--- config.mk ---
export PLATFORM = sky130hd
export DESIGN_NAME = sprite_frame_sync
export DESIGN_NICKNAME = d
export VERILOG_FILES = /design/src/rtl/sprite_frame_sync.sv
export SDC_FILE = /design/constraint.sdc
export NUM_CORES = 1
export LEC_CHECK = 0
export CAP_MARGIN = 30
export CORE_AREA = 2 2 160 162
export CTS_CLUSTER_DIAMETER = 200
export CTS_CLUSTER_SIZE = 28
export DETAILED_ROUTE_END_ITERATION = 10
export DIE_AREA = 0 0 162 164
export PLACE_DENSITY = 0.82
export SLEW_MARGIN = 25
export SYNTH_ARGS = -nofsm -noshare
export SYNTH_HDL_FRONTEND = slang
export SYNTH_SLANG_ARGS = --single-unit
--- constraint.sdc ---
create_clock -name iVGA_CLK -period 3.7 [get_ports iVGA_CLK]
set_input_delay 0.37 -clock iVGA_CLK [delete_from_list [all_inputs] [get_ports iVGA_CLK]]
set_output_delay 0.37 -clock iVGA_CLK [all_outputs]
set_load 0.005 [all_outputs]
--- src/rtl/sprite_frame_sync.sv ---
// Double-buffers player/stage descriptors so they change only at vertical-sync start,
// and runs one frame-granular attack/cooldown FSM per player.
module sprite_frame_sync #(
  parameter int unsigned ATK_FRAMES  = 12,
  parameter int unsigned COOL_FRAMES = 8,
  parameter int unsigned CNT_W       = 8
) (
  input  logic        iVGA_CLK,
  input  logic        iRST_n,
  input  logic        iVS,
  input  logic [63:0] p1_desc_in,
  input  logic [63:0] p2_desc_in,
  input  logic [63:0] stage_desc_in,
  input  logic        p1_atk_req,
  input  logic        p2_atk_req,
  output logic [63:0] p1VGA,
  output logic [63:0] p2VGA,
  output logic [63:0] stageVGA,
  output logic        p1_atk_n,
  output logic        p2_atk_n,
  output logic        frame_tick,
  output logic [15:0] frame_cnt
);

  localparam int unsigned DESC_W = 64;
  localparam int unsigned FCNT_W = 16;
  localparam int unsigned NPL    = 2;
  localparam logic [CNT_W-1:0] ATK_LOAD  = CNT_W'(ATK_FRAMES - 1);
  localparam logic [CNT_W-1:0] COOL_LOAD = (COOL_FRAMES == 0) ? '0 : CNT_W'(COOL_FRAMES - 1);

  typedef enum logic [1:0] {
    ST_IDLE   = 2'd0,
    ST_ACTIVE = 2'd1,
    ST_COOL   = 2'd2
  } state_e;

  logic              vs_q, vs_d;
  logic              boundary_c;
  logic [DESC_W-1:0] p1_q, p1_d, p2_q, p2_d, st_q, st_d;
  logic [FCNT_W-1:0] fcnt_q, fcnt_d;
  logic              tick_q, tick_d;
  logic [NPL-1:0]    req_c, eff_c;
  logic [NPL-1:0]    pend_q, pend_d;
  logic [NPL-1:0]    atk_n_q, atk_n_d;
  state_e            state_q [NPL];
  state_e            state_d [NPL];
  logic [CNT_W-1:0]  cnt_q   [NPL];
  logic [CNT_W-1:0]  cnt_d   [NPL];

  // Frame boundary is the single cycle in which iVS has just fallen.
  assign boundary_c = vs_q & ~iVS;
  assign req_c      = {p2_atk_req, p1_atk_req};
  assign eff_c      = pend_q | req_c;

  always_comb begin
    vs_d   = iVS;
    p1_d   = p1_q;
    p2_d   = p2_q;
    st_d   = st_q;
    fcnt_d = fcnt_q;
    tick_d = boundary_c;
    if (boundary_c) begin
      p1_d   = p1_desc_in;
      p2_d   = p2_desc_in;
      st_d   = stage_desc_in;
      fcnt_d = fcnt_q + FCNT_W'(1);
    end
  end

  // Per-player request latch and attack FSM; everything advances only on the boundary.
  always_comb begin
    for (int p = 0; p < NPL; p++) begin
      state_d[p] = state_q[p];
      cnt_d[p]   = cnt_q[p];
      pend_d[p]  = boundary_c ? 1'b0 : (pend_q[p] | req_c[p]);
      if (boundary_c) begin
        case (state_q[p])
          ST_IDLE: begin
            if (eff_c[p]) begin
              state_d[p] = ST_ACTIVE;
              cnt_d[p]   = ATK_LOAD;
            end
          end
          ST_ACTIVE: begin
            if (cnt_q[p] != '0) begin
              cnt_d[p] = cnt_q[p] - CNT_W'(1);
            end else if (COOL_FRAMES == 0) begin
              state_d[p] = ST_IDLE;
            end else begin
              state_d[p] = ST_COOL;
              cnt_d[p]   = COOL_LOAD;
            end
          end
          ST_COOL: begin
            if (cnt_q[p] != '0) begin
              cnt_d[p] = cnt_q[p] - CNT_W'(1);
            end else begin
              state_d[p] = ST_IDLE;
            end
          end
          default: begin
            state_d[p] = ST_IDLE;
            cnt_d[p]   = '0;
          end
        endcase
      end
      atk_n_d[p] = (state_d[p] != ST_ACTIVE);
    end
  end

  always_ff @(posedge iVGA_CLK or negedge iRST_n) begin
    if (!iRST_n) begin
      vs_q    <= 1'b1;
      p1_q    <= '0;
      p2_q    <= '0;
      st_q    <= '0;
      fcnt_q  <= '0;
      tick_q  <= 1'b0;
      pend_q  <= '0;
      atk_n_q <= '1;
      for (int p = 0; p < NPL; p++) begin
        state_q[p] <= ST_IDLE;
        cnt_q[p]   <= '0;
      end
    end else begin
      vs_q    <= vs_d;
      p1_q    <= p1_d;
      p2_q    <= p2_d;
      st_q    <= st_d;
      fcnt_q  <= fcnt_d;
      tick_q  <= tick_d;
      pend_q  <= pend_d;
      atk_n_q <= atk_n_d;
      for (int p = 0; p < NPL; p++) begin
        state_q[p] <= state_d[p];
        cnt_q[p]   <= cnt_d[p];
      end
    end
  end

  assign p1VGA      = p1_q;
  assign p2VGA      = p2_q;
  assign stageVGA   = st_q;
  assign p1_atk_n   = atk_n_q[0];
  assign p2_atk_n   = atk_n_q[1];
  assign frame_tick = tick_q;
  assign frame_cnt  = fcnt_q;

endmodule

==> metrics.md <==
| Metric | Value |
|---|---|
| Initial antenna violation count | 0 |
| Chip Height | 164 microns |
| Fin Setup TNS | 0 ns |
| Final GP Congestion | 0.797 |
| Crit path max fanout | 8 |
| Tcrit/Tclk final | 62.1% |
| Main synth FF type | dfrtp_1 |
| CTS max path bufs | 3 |
| PD cells | 449 nW/um^2 |
| FP Rows | 58 |
| DP Wirelength | 18700 microns |
| Setup violators final | 0 |
| Crit. End Element | register |
| Detail Route Antenna Nets | 0 |
| TritonRoute pass-1 iters | 5 |
| Ports | 408 |
| Register bit total from synthesis | 234 |
| # Post-CTS Setup Buffers | 0 |
| Post-synth cell types | 58 |
| RSZ-0062 raised after global routing | false |
| Setup skew after layout | 0.0194 ns |
| Die W | 162 microns |
| Cts repair resizes | 0 |
| Post-synth top cells | 594 x nand2_1, 231 x dfrtp_1, 43 x clkbuf_1, 17 x nor2_1, 14 x a21oi_1 |
| Reg clk slew, reported paths | 0.11 ns |
| Largest net degree at the start of global routing | 110 |
| Sequential area share after synthesis | 62.5% |
| Relative slew slack | 42.0% |
| Post-Syn Instances | 1041 |
| WHS | 0.367 ns |
| CTS root buf | clkbuf_16 |
| CTS Buf Count | 12 |
| Minimum clock period | 2.30 ns |
| Max Cap Viol | 0 |
| Final wirelength | 25900 microns |
| Grt ovf | 0 |
| GRT Util Overall | 18.8% |
| Wire per inst | 14.8 microns |
| Most area-hungry cell type in the Yosys netlist | dfrtp_1 |
| FMAX | 435 MHz |
| Post-synth ARST share | 100% |
| Post-synth EDFFs | 0 |
| Layout cell share with drive strength beyond 1 | 2.67% |
| Initial Utilization | 37.8% |
| Final design utilization | 56.9% |
| # diodes | 0 |
| CTS tree | yes |
| Slew Limit Fails | 0 |
| Max VDD drop | 0.323 mV |
| Worst-margin pin slew | 0.868 ns |
| First-pass GRT wire length | 41000 microns |
| Vias per cell | 4.66 |
| Worst Path Required | 4.10 ns |
| Core area | 24800 sq um |
| Layout Nets | 1619 |
| Pleak | 6.73 nW |
| Number of global-route vias before repair | 8089 |
| H-tree levels | 1 |
| Syn_area_per_cell | 9.01 sq um |
| Post-CTS Hold Fix Bufs | 1 |
| Area growth, synth to finish | 50.7% |
| Count leader, synth | nand2_1 |
| Area of the die | 26600 sq um |
| Port Buf Inserts | 407 |
| Worst reg2reg setup slack | 1.40 ns |
| WS Path Type | reg -> reg |
| DR vias | 8186 |
| Status | finished, final reports clean |
| HP Class | in -> reg |
| Syn Nets | 1241 |
| Mapped Area | 9380 sq um |
| Synth top area share | 61.6% |
| Tot Pwr | 6.34 mW |
| Clk_lat worst skew | 0.48 ns |
| Drc violations | 0 |
| CP startpoint kind | register |
| # clock sinks | 234 |
| Largest cells by area after synthesis | dfrtp_1 62%, nand2_1 24%, clkbuf_1 1.7% |
| Final Hold Viols | 0 |
| Detailed Route Iter0 Violations | 419 |
| Critical Path AT | 2.69 ns |
| Yosys warns | 0 |
## placed cells by master, fill, tap and decap left out, drive strengths merged, types with 6 or more instances in the layout
cell type / Yosys / layout
clkdlybuf4s50: 0 / 406
dfrtp: 231 / 231
inv: 10 / 11
nor2: 17 / 17
nand2b: 6 / 6
nand3: 9 / 9
a21oi: 15 / 15
xnor2: 13 / 13
nor4: 6 / 6
nor3: 6 / 6
o21ai: 8 / 8
buf: 8 / 9
clkbuf: 44 / 19
nand2: 594 / 594
## layer usage
metal	GRT usage, %	wire length [microns]
met1	24.0	10500
met2	31.6	12700
met3	5.38	2080
met4	4.87	643
met5	0	0
## final cells by class
type	instances	area (sq um)
Sequential cell	234	5860
Multi-Input combinational cell	745	3270
Timing Repair Buffer	416	4170
Clock buffer	19	348
Clock inverter	1	20.0
Tap cell	330	413
Inverter	10	42.5
Fill cell	2135	10700
## worst max-delay path: stages, from the launching register on
cell       delay, ns
dfrtp_1         0.44
inv_1           0.08
ha_1            0.21
nor3b_1         0.73
a21boi_0        0.22
maj3_1          0.40
a2bb2oi_1       0.15
## where the power goes
part / switching (mW) / internal, mW / leakage [nW]
sequential: 0.283 / 2.92 / 2.90
combinational: 0.663 / 0.973 / 3.65
clock: 0.825 / 0.673 / 0.177
total: 1.77 / 4.57 / 6.73
## per-stage QoR
step / instance area [sq um] / setup slack, ns / std cells
after floorplan: 9380 / 1.80 / 1041
after global placement: 13700 / 1.16 / 1734
after detailed placement: 13700 / 1.07 / 1734
after CTS: 14100 / 1.45 / 1755
after global routing: 14100 / 1.12 / 1755
final: 14100 / 1.40 / 1755
## state kept, by name, summed over array words and instances, names as in the netlist
register	flops
p2VGA	64
state_q	4
cnt_q	16
frame_tick	1
atk_n_q	2
pend_q	2
vs_q	1
stageVGA	64
frame_cnt	16
p1VGA	64
## worst paths after layout
path | cells after the start | from | endpoint
setup reg to reg | 6 | cnt_q[8] | cnt_q[9]
hold reg to reg | 1 | frame_cnt[15] | frame_cnt[15]
setup / recovery | 6 | cnt_q[8] | cnt_q[9]
hold / removal | 1 | iVS | vs_q
max in group asynchronous | 3 | iRST_n | stageVGA[36]
min in group asynchronous | 2 | iRST_n | stageVGA[3]
## logic make-up (layout without fill, tap and decap cells)
logic type / count (synthesis) / after routing / share of synthesized area [%]
compound gates: 56 / 56 / 4.19
xor+xnor: 16 / 16 / 1.49
fa+ha+maj: 5 / 5 / 0.614
buf+inv: 62 / 446 / 2.63
flops: 234 / 234 / 62.5
simple gates: 668 / 668 / 28.6
(Power assumes the default switching activity.)
